**config.mk**
```make
export PLATFORM = sky130hd
export DESIGN_NAME = mem_port_arbiter_flat
export DESIGN_NICKNAME = d
export VERILOG_FILES = /design/src/rtl/mem_port_arbiter_if.sv /design/src/rtl/mem_port_arbiter.sv /design/src/flat_wrapper.sv
export SDC_FILE = /design/constraint.sdc
export NUM_CORES = 1
export LEC_CHECK = 0
export BUFFER_PORTS_ARGS = -buffer_cell sky130_fd_sc_hd__buf_2
export CAP_MARGIN = 10
export CORE_UTILIZATION = 45
export CTS_CLUSTER_DIAMETER = 200
export DETAILED_ROUTE_END_ITERATION = 16
export GPL_TIMING_DRIVEN = 0
export HOLD_SLACK_MARGIN = 0.06
export PLACE_DENSITY = 0.89
export SETUP_SLACK_MARGIN = 0.4
export SYNTH_ARGS = -nofsm -noshare
export SYNTH_HDL_FRONTEND = slang
export SYNTH_SLANG_ARGS = --single-unit
```
**constraint.sdc**
```tcl
create_clock -name clk -period 3.48 [get_ports clk]
set_input_delay 0.348 -clock clk [delete_from_list [all_inputs] [get_ports clk]]
set_output_delay 0.348 -clock clk [all_outputs]
set_load 0.01 [all_outputs]
```
**src/rtl/mem_port_arbiter_if.sv**
```systemverilog
// Bus bundle between the arbiter, the fetch/memory pipeline ports
// and the single-ported unified memory.
interface mem_port_arbiter_if #(
    parameter int AW = 32,
    parameter int DW = 32
);
    logic          if_req;
    logic [AW-1:0] if_addr;
    logic          if_kill;
    logic [DW-1:0] if_rdata;
    logic          if_valid;
    logic          d_req;
    logic          d_we;
    logic [AW-1:0] d_addr;
    logic [DW-1:0] d_wdata;
    logic [DW-1:0] d_rdata;
    logic          d_valid;
    logic          mem_req;
    logic          mem_we;
    logic [AW-1:0] mem_addr;
    logic [DW-1:0] mem_wdata;
    logic [DW-1:0] mem_rdata;
    logic          mem_ack;
    logic          stall_if;
    logic          stall_mem;

    modport slave (
        input  if_req, if_addr, if_kill,
        input  d_req, d_we, d_addr, d_wdata,
        input  mem_rdata, mem_ack,
        output if_rdata, if_valid,
        output d_rdata, d_valid,
        output mem_req, mem_we, mem_addr, mem_wdata,
        output stall_if, stall_mem
    );

    modport master (
        output if_req, if_addr, if_kill,
        output d_req, d_we, d_addr, d_wdata,
        output mem_rdata, mem_ack,
        input  if_rdata, if_valid,
        input  d_rdata, d_valid,
        input  mem_req, mem_we, mem_addr, mem_wdata,
        input  stall_if, stall_mem
    );
endinterface

```
**src/rtl/mem_port_arbiter.sv**
```systemverilog
// Fetch/data arbiter for one single-ported unified memory, with data
// priority and a bounded starvation counter guaranteeing fetch progress.
module mem_port_arbiter #(
    parameter int AW         = 32,
    parameter int DW         = 32,
    parameter int MAX_CONSEC = 4
) (
    input logic              clk,
    input logic              rst,
    mem_port_arbiter_if.slave bus
);
    localparam logic [1:0] S_IDLE   = 2'd0;
    localparam logic [1:0] S_BUSY_D = 2'd1;
    localparam logic [1:0] S_BUSY_I = 2'd2;
    localparam logic [1:0] S_DONE   = 2'd3;

    localparam logic [3:0] LP_MAX = 4'(MAX_CONSEC);

    logic [1:0]    r_state;
    logic [3:0]    r_cnt;
    logic          r_kill;
    logic          r_mem_req;
    logic          r_mem_we;
    logic [AW-1:0] r_mem_addr;
    logic [DW-1:0] r_mem_wdata;
    logic [DW-1:0] r_if_rdata;
    logic          r_if_valid;
    logic [DW-1:0] r_d_rdata;
    logic          r_d_valid;

    logic          w_grant_i;
    logic          w_grant_d;
    logic          w_kill_now;
    logic [3:0]    w_cnt_inc;

    // Fetch wins only when data is idle or the starvation bound is hit.
    assign w_grant_i  = bus.if_req & (~bus.d_req | (r_cnt == LP_MAX));
    assign w_grant_d  = ~w_grant_i & bus.d_req;
    assign w_kill_now = r_kill | bus.if_kill;
    assign w_cnt_inc  = (r_cnt == LP_MAX) ? r_cnt : r_cnt + 4'd1;

    always_ff @(posedge clk or negedge rst) begin
        if (!rst) begin
            r_state     <= S_IDLE;
            r_cnt       <= '0;
            r_kill      <= 1'b0;
            r_mem_req   <= 1'b0;
            r_mem_we    <= 1'b0;
            r_mem_addr  <= '0;
            r_mem_wdata <= '0;
            r_if_rdata  <= '0;
            r_if_valid  <= 1'b0;
            r_d_rdata   <= '0;
            r_d_valid   <= 1'b0;
        end else begin
            r_if_valid <= 1'b0;
            r_d_valid  <= 1'b0;
            unique case (r_state)
                S_IDLE: begin
                    unique case (1'b1)
                        w_grant_i: begin
                            r_state     <= S_BUSY_I;
                            r_mem_req   <= 1'b1;
                            r_mem_we    <= 1'b0;
                            r_mem_addr  <= bus.if_addr;
                            r_mem_wdata <= '0;
                            r_cnt       <= '0;
                            r_kill      <= bus.if_kill;
                        end
                        w_grant_d: begin
                            r_state     <= S_BUSY_D;
                            r_mem_req   <= 1'b1;
                            r_mem_we    <= bus.d_we;
                            r_mem_addr  <= bus.d_addr;
                            r_mem_wdata <= bus.d_wdata;
                            r_cnt       <= bus.if_req ? w_cnt_inc : 4'd0;
                        end
                        default: ;
                    endcase
                end
                S_BUSY_D: begin
                    if (bus.mem_ack) begin
                        r_state   <= S_DONE;
                        r_mem_req <= 1'b0;
                        r_d_valid <= 1'b1;
                        if (!r_mem_we)
                            r_d_rdata <= bus.mem_rdata;
                    end
                end
                S_BUSY_I: begin
                    if (bus.if_kill)
                        r_kill <= 1'b1;
                    if (bus.mem_ack) begin
                        r_state   <= S_DONE;
                        r_mem_req <= 1'b0;
                        // A kill in the ack cycle still squashes the result.
                        if (!w_kill_now) begin
                            r_if_valid <= 1'b1;
                            r_if_rdata <= bus.mem_rdata;
                        end
                    end
                end
                S_DONE: begin
                    r_state <= S_IDLE;
                    r_kill  <= 1'b0;
                end
                default: r_state <= S_IDLE;
            endcase
        end
    end

    assign bus.mem_req   = r_mem_req;
    assign bus.mem_we    = r_mem_we;
    assign bus.mem_addr  = r_mem_addr;
    assign bus.mem_wdata = r_mem_wdata;
    assign bus.if_rdata  = r_if_rdata;
    assign bus.if_valid  = r_if_valid;
    assign bus.d_rdata   = r_d_rdata;
    assign bus.d_valid   = r_d_valid;
    assign bus.stall_if  = bus.if_req & ~r_if_valid;
    assign bus.stall_mem = bus.d_req & ~r_d_valid;
endmodule

```
**src/flat_wrapper.sv**
```systemverilog
// flat-port wrapper written by rule: the top's interface ports become plain ports
module mem_port_arbiter_flat 
#(
    parameter int AW         = 32,
    parameter int DW         = 32,
    parameter int MAX_CONSEC = 4
)
  (clk, rst, bus_if_req, bus_if_addr, bus_if_kill, bus_d_req, bus_d_we, bus_d_addr, bus_d_wdata, bus_mem_rdata, bus_mem_ack, bus_if_rdata, bus_if_valid, bus_d_rdata, bus_d_valid, bus_mem_req, bus_mem_we, bus_mem_addr, bus_mem_wdata, bus_stall_if, bus_stall_mem);
  mem_port_arbiter_if #(.AW(AW), .DW(DW)) bus_i ();
  input logic clk;
  input logic rst;
  input wire logic [$bits(bus_i.if_req)-1:0] bus_if_req;
  input wire logic [$bits(bus_i.if_addr)-1:0] bus_if_addr;
  input wire logic [$bits(bus_i.if_kill)-1:0] bus_if_kill;
  input wire logic [$bits(bus_i.d_req)-1:0] bus_d_req;
  input wire logic [$bits(bus_i.d_we)-1:0] bus_d_we;
  input wire logic [$bits(bus_i.d_addr)-1:0] bus_d_addr;
  input wire logic [$bits(bus_i.d_wdata)-1:0] bus_d_wdata;
  input wire logic [$bits(bus_i.mem_rdata)-1:0] bus_mem_rdata;
  input wire logic [$bits(bus_i.mem_ack)-1:0] bus_mem_ack;
  output wire logic [$bits(bus_i.if_rdata)-1:0] bus_if_rdata;
  output wire logic [$bits(bus_i.if_valid)-1:0] bus_if_valid;
  output wire logic [$bits(bus_i.d_rdata)-1:0] bus_d_rdata;
  output wire logic [$bits(bus_i.d_valid)-1:0] bus_d_valid;
  output wire logic [$bits(bus_i.mem_req)-1:0] bus_mem_req;
  output wire logic [$bits(bus_i.mem_we)-1:0] bus_mem_we;
  output wire logic [$bits(bus_i.mem_addr)-1:0] bus_mem_addr;
  output wire logic [$bits(bus_i.mem_wdata)-1:0] bus_mem_wdata;
  output wire logic [$bits(bus_i.stall_if)-1:0] bus_stall_if;
  output wire logic [$bits(bus_i.stall_mem)-1:0] bus_stall_mem;
  assign bus_i.if_req = bus_if_req;
  assign bus_i.if_addr = bus_if_addr;
  assign bus_i.if_kill = bus_if_kill;
  assign bus_i.d_req = bus_d_req;
  assign bus_i.d_we = bus_d_we;
  assign bus_i.d_addr = bus_d_addr;
  assign bus_i.d_wdata = bus_d_wdata;
  assign bus_i.mem_rdata = bus_mem_rdata;
  assign bus_i.mem_ack = bus_mem_ack;
  assign bus_if_rdata = bus_i.if_rdata;
  assign bus_if_valid = bus_i.if_valid;
  assign bus_d_rdata = bus_i.d_rdata;
  assign bus_d_valid = bus_i.d_valid;
  assign bus_mem_req = bus_i.mem_req;
  assign bus_mem_we = bus_i.mem_we;
  assign bus_mem_addr = bus_i.mem_addr;
  assign bus_mem_wdata = bus_i.mem_wdata;
  assign bus_stall_if = bus_i.stall_if;
  assign bus_stall_mem = bus_i.stall_mem;
  mem_port_arbiter #(.AW(AW), .DW(DW), .MAX_CONSEC(MAX_CONSEC)) u_core (.clk(clk), .rst(rst), .bus(bus_i));
endmodule
```
==> run summary <==
The run finished with clean final reports. The hold buffer count at CTS is 1, and the post-route minimum period is 2020 ps. In the final layout, the multi-input gates occupy 2350 sq um. No sink is reached through more buffers than the 2 on the longest clock path.

The number of antenna diodes in the final layout is 0. The CTS root buffer is sky130_fd_sc_hd__clkbuf_16. At the end of the flow, the number of nets in the layout was 954. During synthesis, Yosys emitted a total of 0 warnings. Summing every instance area after synthesis gives 6070 sq um. The count of pins over their slew limit came out at 0. The part of the total power dissipated in the clock network came out at 0.249.

For the final routed database, the setup TNS stands at 0 ps. Detailed placement ended at an HPWL of 12.0 mm. Entering global routing, the biggest net connects 81 pins. After detailed routing, no signal wire sits above met4. The number of cells on the worst hold path is 3. The first global-routing pass estimated 26.1 mm of wire.

The critical path is of the reg2reg type. During placement, the flow inserted port buffers numbering 267. The proportion of power drawn by flip-flops and latches is 0.361, and the cell internal power dissipation is 4.91 mW.

The library cell occupying the most area in the post-synthesis netlist is sky130_fd_sc_hd__dfrtp_1. The worst reg2reg path endpoint is u_core.bus.d_rdata[9]. Yosys attributes the largest share of cell area to sky130_fd_sc_hd__dfrtp_1, sky130_fd_sc_hd__mux2_2, sky130_fd_sc_hd__nand2_1. Setup repair after global routing left no endpoint under its margin. The tools report the number of antenna violations at the first check in global routing as 0.

In this design, the stage delay of the slowest critical-path cell is 430 ps. The startpoint identified for the worst hold timing path is bus_d_wdata[28]. Detailed routing placed a total of 939 um of wire on met3. Traced cell by cell, the critical path runs through inv_1 > ha_1 > and2_1 > nand2b_1 > buf_2 > buf_2 > mux2_2.

The number of library cell types mapped by synthesis is 34. The placer's final routability congestion estimate came out at 0.798. The logs give 139 for the number of clock sinks and 0.611 for the relative slew slack. Summing over every cut layer, the via total after detailed routing is 5162. For the number of antenna-violating nets in the routed design, the log shows 0. The top cell family by delay on the critical path is buffers and inverters. The run gives 2310 ps as the critical path arrival. In this run the critical register-to-register path is launched from u_core.r_state[1]. Setup-violating endpoint count in the final report: 0. The mean area per synthesized cell is 11.6 sq um.

The post-detailed-route DRC marker count was 0. The total CTS buffers is 17, and the peak clock frequency supported by timing is 495 MHz. The logs give 10.6 ps for the final setup skew and 0 for the number of endpoints with negative hold slack in the final report. The cell with the most instances on the worst path was sky130_fd_sc_hd__buf_2.

The via count of the first global-routing pass is 5288, and the switching power is 2.70 mW. In the routed layout, each cell is associated on average with a via count of 5.16. Worst reg2reg path depth: 7. The synthesized design contains 139 register bits.

Number of buffers inserted to repair setup after CTS: 0. Registers take 3480 sq um. The tightest min-delay check is of the in2reg type. The total overflow left after global routing is 0.

The tools report the effective utilization at floorplan as 0.461. The worst setup path is launched from a flop. The fraction of the cycle the final worst path needs is 0.581. The number of DRC markers in iteration 0 was 343; the wire length on met1 was 6.61 mm. The die is 118 um tall.

The floorplan step defined a die boundary enclosing 14000 sq um. Gate count of the mapped netlist: 524. The most common cell after layout, fill and taps aside was sky130_fd_sc_hd__buf_2. After clock tree synthesis, the clock-pin slew on the worst setup and hold paths is 60 ps.

The clock tree synthesis step divided the H-tree into 4 levels. The worst register-to-register path has a setup slack of 1460 ps. The number of gates given a new drive strength after cts was 0.

Together, buffers and inverters on the worst path number 3. The maximum ir drop on the vdd rail is 0.374 mV, and the clock latency on the worst-skew pair is 410 ps. In the layout the commonest cells are sky130_fd_sc_hd__buf_2, sky130_fd_sc_hd__dfrtp_1, sky130_fd_sc_hd__nand2_1, sky130_fd_sc_hd__mux2_2, sky130_fd_sc_hd__nand4_1. In the final routed layout, each cell accounts on average for 16.2 um.

The transition at the pin with the smallest max-transition slack was 584 ps; the required time of the worst setup path was 3770 ps. The areal power density over the cells works out to 917 nW/um^2. TritonCTS built the clock tree. The share of power burned in combinational logic is 0.390. The type of element capturing the critical path was a flop.

The maximum fanout count along the critical path is 10, and the fraction of post-synthesis cell area in the top cell type by area is 0.573. For the wire length reported by the detailed router, the log shows 16.2 mm. The core region is 13200 sq um.

The share of layout cells above drive strength 1 works out to 0.503. The power consumption was 7.62 mW; the width of the die was 118 um. The floorplan has 42 rows. The tool flagged a number of max-cap violations equal to 0. The share of total power consumed by net switching was 0.355; the count of TritonRoute iterations in the first routing pass was 4. The logs give 269 for the I/O pin total and 8.30 mm for the length of routed met2 wiring. The synthesized netlist net count was 666. Cell with the largest stage delay on the worst path: sky130_fd_sc_hd__dfrtp_1. The logs give 0.239 for the total track usage and 4.23 nW for the cell leakage power. The layout has 1053 filler cells. Area added between synthesis and finish: 36.7%. The sequential area share after synthesis came out at 0.573.

The path with the worst hold slack has its endpoint at u_core.bus.mem_wdata[28].
[logic make-up after synthesis]
| family | Yosys count | share of synthesized area |
|---|---|---|
| adders and majority gates | 7 | 0.0144 |
| DFF | 139 | 0.573 |
| buffers and inverters | 46 | 0.0400 |
| muxes | 70 | 0.129 |
| and+or+nand+nor | 185 | 0.138 |
| AOI/OAI and AO/OA | 77 | 0.106 |
[state kept, by name (all words and copies together), names as in the netlist, 2 cells and up]
register	cells
u_core.bus.mem_addr	32
u_core.r_cnt	4
u_core.bus.d_rdata	32
u_core.bus.if_rdata	32
u_core.bus.mem_wdata	32
u_core.r_state	2
[tightest hold or removal path, stage by stage]
cell and delay, ps:
sky130_fd_sc_hd__buf_2 90, sky130_fd_sc_hd__nand2_1 50, sky130_fd_sc_hd__o21ai_1 50
[routing by layer]
layer  vias up  GRT usage
met3        29     0.0555
met5         -          0
met1      2486      0.283
met4         0     0.0833
li1       2409          -
met2       238      0.424
[worst max path at each step]
stage / start / slack (ps) / endpoint / depth (start not counted)
global placement: rst / 130 / u_core.bus.d_rdata[21] / 1
finish: u_core.r_state[1] / 1460 / u_core.bus.d_rdata[9] / 7
global route: u_core.r_state[0] / 1330 / u_core.bus.if_rdata[12] / 7
detailed placement: u_core.r_state[1] / 1450 / u_core.bus.d_rdata[9] / 7
floorplan: u_core.r_state[0] / 1750 / u_core.bus.if_rdata[10] / 7
CTS: u_core.r_state[1] / 1430 / u_core.bus.d_rdata[9] / 7
[layout make-up]
class | count | share of cell area
Buffer | 41 | 0.0270
Clock buffer | 23 | 0.0600
Clock inverter | 9 | 0.0160
Inverter | 5 | 0.00226
Multi-Input combinational cell | 339 | 0.283
Sequential cell | 139 | 0.419
Tap cell | 176 | 0.0265
Timing Repair Buffer | 269 | 0.166
[power groups by stage]
| stage | logic, mW | clock network [mW] | registers [mW] |
|---|---|---|---|
| 6_report | 2.97 | 1.90 | 2.75 |
| 3_3_place_gp | 2.89 | 0 | 2.71 |
| 2_1_floorplan | 1.44 | 0 | 3.06 |
| 5_1_grt | 3.26 | 2.00 | 2.82 |
| 3_5_place_dp | 3.00 | 0 | 2.75 |
| 4_1_cts | 3.00 | 1.92 | 2.75 |
[Yosys cell counts (all sizes together)]
master and n:
nand4b 1, nand4 32, mux2i 3, clkbuf 17, and2 3, o21ai 34
a31o 1, nor2b 7, o21a 1, a2111oi 1, inv 5, nand3 2
and3 1, and3b 1, a22o 2, nand3b 1, nand2 132, mux2 67
a21oi 2, a31oi 2, ha 7, o22ai 1, a211oi 1, dfrtp 139
o211ai 32, nor2 4, nand2b 1, buf 24
[metrics by stage]
step | cells | hold slack (ps) | util | instance area (sq um) | setup slack [ps]
after CTS | 1001 | 146 | 0.630 | 8310 | 1430
after detailed placement | 968 | 364 | 0.581 | 7660 | 1450
final | 1001 | 165 | 0.630 | 8310 | 1460
after global placement | 967 | 459 | 0.579 | 7630 | 130
after global routing | 1001 | 154 | 0.630 | 8310 | 1330
after floorplan | 524 | 52.4 | - | 6070 | 1750
(Power assumes the default switching activity.)
